### src/rtl/or_share_arbiter_if.sv
// Bus between the requesters, the shared 74x32 OR package and or_share_arbiter.
//   REQ        : per-requester request, bit i = requester i (level-sensitive)
//   A_IN/B_IN  : operands, requester i on bits [4i+3:4i]
//   OR_A/OR_B  : registered operands driven onto the shared gate
//   OR_Y       : combinational output of the shared gate
//   GNT/ACK    : one-hot grant / one-cycle one-hot completion pulse
//   Y/ID       : captured result and index of the requester it belongs to
//   BUSY       : arbiter is in a transaction
// The slave modport is the arbiter's view; master is the surrounding logic.
interface or_share_arbiter_if;
  logic [3:0]  REQ;
  logic [15:0] A_IN;
  logic [15:0] B_IN;
  logic [3:0]  OR_A;
  logic [3:0]  OR_B;
  logic [3:0]  OR_Y;
  logic [3:0]  GNT;
  logic [3:0]  ACK;
  logic [3:0]  Y;
  logic [1:0]  ID;
  logic        BUSY;

  modport slave (
    input  REQ, A_IN, B_IN, OR_Y,
    output OR_A, OR_B, GNT, ACK, Y, ID, BUSY
  );

  modport master (
    output REQ, A_IN, B_IN, OR_Y,
    input  OR_A, OR_B, GNT, ACK, Y, ID, BUSY
  );
endinterface

### src/rtl/or_share_arbiter.sv
// Round-robin arbiter/sequencer sharing one external 4-bit OR gate among four
// requesters. The winner's operands are registered onto the gate, held for
// SETTLE cycles, then the gate output is captured into Y with a one-cycle ACK.
// Ports:
//   CLK    : system clock, rising edge
//   CLR_n  : asynchronous active-low reset
//   bus    : or_share_arbiter_if.slave (REQ, A_IN, B_IN, OR_Y in;
//            OR_A, OR_B, GNT, ACK, Y, ID, BUSY out)
// Parameter:
//   SETTLE : cycles operands are held on the gate before capture (1..15)
module or_share_arbiter #(
  parameter int SETTLE = 2
) (
  input  logic                  CLK,
  input  logic                  CLR_n,
  or_share_arbiter_if.slave     bus
);

  if (SETTLE < 1 || SETTLE > 15) begin : g_settle_range
    $error("or_share_arbiter: SETTLE must be in 1..15");
  end

  localparam logic [3:0] SETTLE_M1 = 4'(SETTLE - 1);

  typedef enum logic [1:0] {
    IDLE = 2'd0,
    WAIT = 2'd1,
    DONE = 2'd2
  } state_t;

  state_t     state_q, state_d;
  logic [3:0] cnt_q,   cnt_d;
  logic [1:0] ptr_q,   ptr_d;
  logic [1:0] win_q,   win_d;
  logic [3:0] gnt_q,   gnt_d;
  logic [3:0] ack_q,   ack_d;
  logic [3:0] or_a_q,  or_a_d;
  logic [3:0] or_b_q,  or_b_d;
  logic [3:0] y_q,     y_d;
  logic [1:0] id_q,    id_d;

  logic       win_valid;
  logic [1:0] win_sel;

  // Rotating priority: scan from the highest offset down so the lowest
  // offset from the pointer is the last (winning) assignment.
  always_comb begin
    win_valid = 1'b0;
    win_sel   = ptr_q;
    for (int i = 3; i >= 0; i--) begin
      if (bus.REQ[ptr_q + 2'(i)]) begin
        win_valid = 1'b1;
        win_sel   = ptr_q + 2'(i);
      end
    end
  end

  always_comb begin
    // NOTE: every variable gets its hold value first, so no path through the
    // case below can leave one unassigned and infer a latch.
    state_d = state_q;
    cnt_d   = cnt_q;
    ptr_d   = ptr_q;
    win_d   = win_q;
    gnt_d   = gnt_q;
    ack_d   = ack_q;
    or_a_d  = or_a_q;
    or_b_d  = or_b_q;
    y_d     = y_q;
    id_d    = id_q;

    unique case (state_q)
      IDLE: begin
        if (win_valid) begin
          win_d   = win_sel;
          gnt_d   = 4'b0001 << win_sel;
          // Operands are frozen here; later A_IN/B_IN changes are ignored.
          or_a_d  = bus.A_IN[{win_sel, 2'b00} +: 4];
          or_b_d  = bus.B_IN[{win_sel, 2'b00} +: 4];
          cnt_d   = SETTLE_M1;
          state_d = WAIT;
        end
      end
      WAIT: begin
        // REQ is not looked at: a dropped request still completes.
        if (cnt_q == 4'd0) begin
          y_d     = bus.OR_Y;
          id_d    = win_q;
          ack_d   = 4'b0001 << win_q;
          state_d = DONE;
        end else begin
          cnt_d = cnt_q - 4'd1;
        end
      end
      DONE: begin
        ack_d   = 4'b0000;
        gnt_d   = 4'b0000;
        ptr_d   = win_q + 2'd1;
        state_d = IDLE;
      end
      default: state_d = IDLE;
    endcase
  end

  // All state is plain registers, so the whole block clears on reset and an
  // aborted transaction can never produce an ACK afterwards.
  always_ff @(posedge CLK or negedge CLR_n) begin
    if (!CLR_n) begin
      state_q <= IDLE;
      cnt_q   <= '0;
      ptr_q   <= '0;
      win_q   <= '0;
      gnt_q   <= '0;
      ack_q   <= '0;
      or_a_q  <= '0;
      or_b_q  <= '0;
      y_q     <= '0;
      id_q    <= '0;
    end else begin
      // NOTE: non-blocking assignments make every register update from the
      // pre-edge values, independent of statement order.
      state_q <= state_d;
      cnt_q   <= cnt_d;
      ptr_q   <= ptr_d;
      win_q   <= win_d;
      gnt_q   <= gnt_d;
      ack_q   <= ack_d;
      or_a_q  <= or_a_d;
      or_b_q  <= or_b_d;
      y_q     <= y_d;
      id_q    <= id_d;
    end
  end

  assign bus.OR_A = or_a_q;
  assign bus.OR_B = or_b_q;
  assign bus.GNT  = gnt_q;
  assign bus.ACK  = ack_q;
  assign bus.Y    = y_q;
  assign bus.ID   = id_q;
  assign bus.BUSY = (state_q != IDLE);

endmodule

### src/flat_wrapper.sv
// flat-port wrapper written by rule: the top's interface ports become plain ports
module or_share_arbiter_flat 
#(
  parameter int SETTLE = 2
)
  (CLK, CLR_n, bus_REQ, bus_A_IN, bus_B_IN, bus_OR_Y, bus_OR_A, bus_OR_B, bus_GNT, bus_ACK, bus_Y, bus_ID, bus_BUSY);
  or_share_arbiter_if bus_i ();
  input  logic CLK;
  input  logic CLR_n;
  input wire logic [$bits(bus_i.REQ)-1:0] bus_REQ;
  input wire logic [$bits(bus_i.A_IN)-1:0] bus_A_IN;
  input wire logic [$bits(bus_i.B_IN)-1:0] bus_B_IN;
  input wire logic [$bits(bus_i.OR_Y)-1:0] bus_OR_Y;
  output wire logic [$bits(bus_i.OR_A)-1:0] bus_OR_A;
  output wire logic [$bits(bus_i.OR_B)-1:0] bus_OR_B;
  output wire logic [$bits(bus_i.GNT)-1:0] bus_GNT;
  output wire logic [$bits(bus_i.ACK)-1:0] bus_ACK;
  output wire logic [$bits(bus_i.Y)-1:0] bus_Y;
  output wire logic [$bits(bus_i.ID)-1:0] bus_ID;
  output wire logic [$bits(bus_i.BUSY)-1:0] bus_BUSY;
  assign bus_i.REQ = bus_REQ;
  assign bus_i.A_IN = bus_A_IN;
  assign bus_i.B_IN = bus_B_IN;
  assign bus_i.OR_Y = bus_OR_Y;
  assign bus_OR_A = bus_i.OR_A;
  assign bus_OR_B = bus_i.OR_B;
  assign bus_GNT = bus_i.GNT;
  assign bus_ACK = bus_i.ACK;
  assign bus_Y = bus_i.Y;
  assign bus_ID = bus_i.ID;
  assign bus_BUSY = bus_i.BUSY;
  or_share_arbiter #(.SETTLE(SETTLE)) u_core (.CLK(CLK), .CLR_n(CLR_n), .bus(bus_i));
endmodule
### config.mk
export PLATFORM = sky130hd
export DESIGN_NAME = or_share_arbiter_flat
export DESIGN_NICKNAME = d
export VERILOG_FILES = /design/src/rtl/or_share_arbiter_if.sv /design/src/rtl/or_share_arbiter.sv /design/src/flat_wrapper.sv
export SDC_FILE = /design/constraint.sdc
export NUM_CORES = 1
export LEC_CHECK = 0
export CAP_MARGIN = 20
export CORE_MARGIN = 5
export CORE_UTILIZATION = 49
export CTS_BUF_LIST = sky130_fd_sc_hd__clkbuf_8
export DETAILED_ROUTE_END_ITERATION = 8
export GPL_ROUTABILITY_DRIVEN = 0
export GPL_TIMING_DRIVEN = 0
export PLACE_DENSITY = 0.87
export SLEW_MARGIN = 15
export SYNTH_ARGS = -nofsm -noshare
export SYNTH_HDL_FRONTEND = slang
export SYNTH_SLANG_ARGS = --single-unit
### constraint.sdc
create_clock -name CLK -period 3.15 [get_ports CLK]
set_input_delay 0.7875 -clock CLK [delete_from_list [all_inputs] [get_ports CLK]]
set_output_delay 0.7875 -clock CLK [all_outputs]
set_load 0.005 [all_outputs]
==> results of run 1 <==
[power by group through the flow]
stage                     combinational [mW]  clock (mW)  sequential (mW)
final                                   1.01       0.378            0.719
after global routing                    1.12       0.401            0.746
after CTS                               1.03       0.386            0.719
after detailed placement                1.02           0            0.721
after global placement                 0.989           0            0.715
after floorplan                        0.568           0            0.715
[layout make-up]
class / count / area (um^2)
tap: 46 / 57.6
multi-input combinational: 129 / 901
clock buffer: 5 / 68.8
timing repair buffer: 64 / 636
fill: 239 / 837
clock inverter: 3 / 38.8
buffer: 5 / 27.5
inverter: 6 / 22.5
sequential: 32 / 801
[final timing paths]
path / startpoint / end / slack [ps] / cells after the start
setup / recovery: bus_REQ[3] / u_core.bus.OR_B[0]$_DFFE_PN0P_ / 430 / 7
hold / removal: u_core.bus.Y[0]$_DFFE_PN0P_ / u_core.bus.Y[0]$_DFFE_PN0P_ / 480 / 2
setup reg to reg: u_core.ptr_q[1]$_DFFE_PN0P_ / u_core.bus.OR_B[0]$_DFFE_PN0P_ / 1070 / 6
hold reg to reg: u_core.bus.Y[0]$_DFFE_PN0P_ / u_core.bus.Y[0]$_DFFE_PN0P_ / 480 / 2
max in group asynchronous: CLR_n / u_core.bus.GNT[3]$_DFFE_PN0P_ / 2160 / 1
min in group asynchronous: CLR_n / u_core.bus.OR_B[1]$_DFFE_PN0P_ / 550 / 1
[kinds of logic (layout without fill, tap and decap cells)]
logic type,count (synthesis),count (layout),synth area share (%)
muxes,10,10,7.93
xor gates and xnor gates,2,2,1.00
DFF,32,32,45.7
adders and majority gates,6,6,4.29
buffers and inverters,11,83,2.86
and+or+nand+nor,71,71,21.0
AOI/OAI and AO/OA,40,40,17.2
[layer usage]
metal  global-route usage [%]  wire [um]  vias up
met5                        0          0        -
met4                     8.09        107        0
met3                     8.84        446       13
met2                     30.6       2070       70
met1                     19.8       1690      749
li1                         -          -      757
[sequential cells by signal, indices dropped and copies added (netlist names)]
signal / flops
u_core.bus.ID: 2
u_core.bus.GNT: 4
u_core.state_q: 2
u_core.ptr_q: 2
u_core.bus.OR_B: 4
u_core.win_q: 2
u_core.cnt_q: 4
u_core.bus.OR_A: 4
u_core.bus.ACK: 4
u_core.bus.Y: 4
[critical path: cells and delay by family]
kind | cells | cell delay [ps]
buffers and inverters | 2 | 820
AOI/OAI and AO/OA | 2 | 730
muxes | 1 | 320
and+or+nand+nor | 2 | 220
[layout by cell type, fill, tap and decap left out, drive strengths merged, types with 2 or more instances in the layout]
cell / Yosys / layout
a21oi: 8 / 8
o31ai: 3 / 3
nand3: 20 / 20
nand2: 29 / 29
a221o: 8 / 8
ha: 6 / 6
o21a: 2 / 2
nor2b: 5 / 5
mux2: 10 / 10
inv: 6 / 7
buf: 2 / 3
clkdlybuf4s50: 0 / 63
clkbuf: 3 / 8
nor3: 2 / 2
nor2: 8 / 8
o21ai: 13 / 13
dfrtp: 32 / 32
==> flow_metrics.env, run 1 <==
export IMPL_final_cell_count_no_fill=290
export IMPL_netlist_area_leader_share_pct=45.7
export IMPL_antenna_cells=0
export IMPL_dieArea_um2=4870
export IMPL_worst_pin_slew_ps=692
export IMPL_syn_area_um2=1750
export IMPL_period_needed_ps=2720
export IMPL_vdd_drop_max_v=0.000410
export IMPL_power_total_mw=2.11
export IMPL_fin_util_pct=75.3
export IMPL_io_pins=65
export IMPL_cts_setup_buffers=0
export IMPL_ant_nets=0
export IMPL_fin_nets=291
export IMPL_drv_cap=0
export IMPL_initial_core_util_pct=51.7
export IMPL_drc=0
export IMPL_drt_pass1_iterations=4
export IMPL_yosysMostFrequentCell="dfrtp_1"
export IMPL_cts_tree="done"
export IMPL_dpl_cell_area_um2=2440
export IMPL_hold_slack_ps=483
export IMPL_cp_slowest_cell="clkdlybuf4s50_1"
export IMPL_ys_top_cells_by_area="dfrtp_1 (46%), mux2_4 (6.0%), nand2_1 (6.0%)"
export IMPL_syn_nets=220
export IMPL_groute_usage_overall_pct=18.4
export IMPL_ys_warn_count=0
export IMPL_max_stage_delay_ps=660
export IMPL_finalSetupViolations=0
export IMPL_yosysTopAreaCell="dfrtp_1"
export IMPL_rsz0062_at_grt="no"
export IMPL_htreeDepth=2
export IMPL_wl_um=4310
export IMPL_synth_edf_count=0
export IMPL_die_h_um=69.8
export IMPL_end_kind="flip-flop"
export IMPL_power_share_clock_pct=17.9
export IMPL_numPortBuffers=64
export IMPL_internal_power_mw=1.38
export IMPL_syn_inst=172
export IMPL_p_comb_share_pct=48.0
export IMPL_fin_crit_sh_pct=86.4
export IMPL_grt_pass1_wl_um=7120
export IMPL_yosys_top_cells_count="dfrtp_1 (32), nand2_1 (28), nand3_1 (20)"
export IMPL_switching_share_pct=34.5
export IMPL_power_leakage_nw=1.13
export IMPL_cts_hold_fix_buffers=0
export IMPL_ctsLongestPathBuffers=2
export IMPL_worstPathRequired_ps=3320
export IMPL_place_hpwl_um=3220
export IMPL_dp_cells=282
export IMPL_grt_max_degree=33
export IMPL_clk_pin_slew_ps=70
export IMPL_syn2layout_area_growth_pct=45.7
export IMPL_drt_initial_drc_count=103
export IMPL_skew_ps=2.44
export IMPL_overflow=0
export IMPL_yosysSeqAreaShare_pct=45.7
export IMPL_fin_ws_ps=430
export IMPL_p_sw_mw=0.728
export IMPL_cp_arrival_ps=2890
export IMPL_cts_repair_resized=0
export IMPL_pre_cts_ws_ps=141
export IMPL_die_x_um=69.8
export IMPL_powerDensity_nw_per_um2=827
export IMPL_worstSetupPathType="input pin to flip-flop"
export IMPL_hp_class="flip-flop to flip-flop"
export IMPL_synthFlopType="dfrtp_1"
export IMPL_vias=1589
export IMPL_outcome="finished, final reports clean"
export IMPL_cp_max_fo=10
export IMPL_rows=21
export IMPL_finalHoldViolations=0
export IMPL_coreArea_um2=3390
export IMPL_max_slew_margin_rel_pct=53.9
export IMPL_cts_inserted_buffers=5
export IMPL_finalMaxSlewViolations=0
export IMPL_antenna_found_initial=0
export IMPL_via_per_inst=5.48
export IMPL_cp_start_kind="input pin"
export IMPL_post_drt_wl_per_cell_um=14.9
export IMPL_async_flop_share_pct=100
export IMPL_synthDistinctLibCells=41
export IMPL_tns_ps=0
export IMPL_syn_mean_instance_area_um2=10.2
export IMPL_fmax_mhz=368
export IMPL_drive_gt1_share_pct=11.9
export IMPL_cts_sinks=32
export IMPL_clkLatencyLatePin_ps=280
export IMPL_stdcell_area_um2=2550
export IMPL_cts_root_buf="clkbuf_8"
export IMPL_ys_seq_elements=32
export IMPL_power_frac_seq_pct=34.1
export IMPL_grt_pass1_vias=1628
export IMPL_crit_chain="clkdlybuf4s50_1, nor3_2, a2111o_1, buf_6, nand2_8, mux2_4, a221o_1"
No activity file was read; power rests on OpenSTA's default activity.
==> inputs of run 2 (changes only) <==
--- a/config.mk
+++ b/config.mk
@@ -5,7 +5,6 @@
 export SDC_FILE = /design/constraint.sdc
 export NUM_CORES = 1
 export LEC_CHECK = 0
-export CAP_MARGIN = 20
 export CORE_MARGIN = 5
 export CORE_UTILIZATION = 49
 export CTS_BUF_LIST = sky130_fd_sc_hd__clkbuf_8
==> results of run 2 <==
No change in the layout: final DEF, timing and power equal those of run 1.
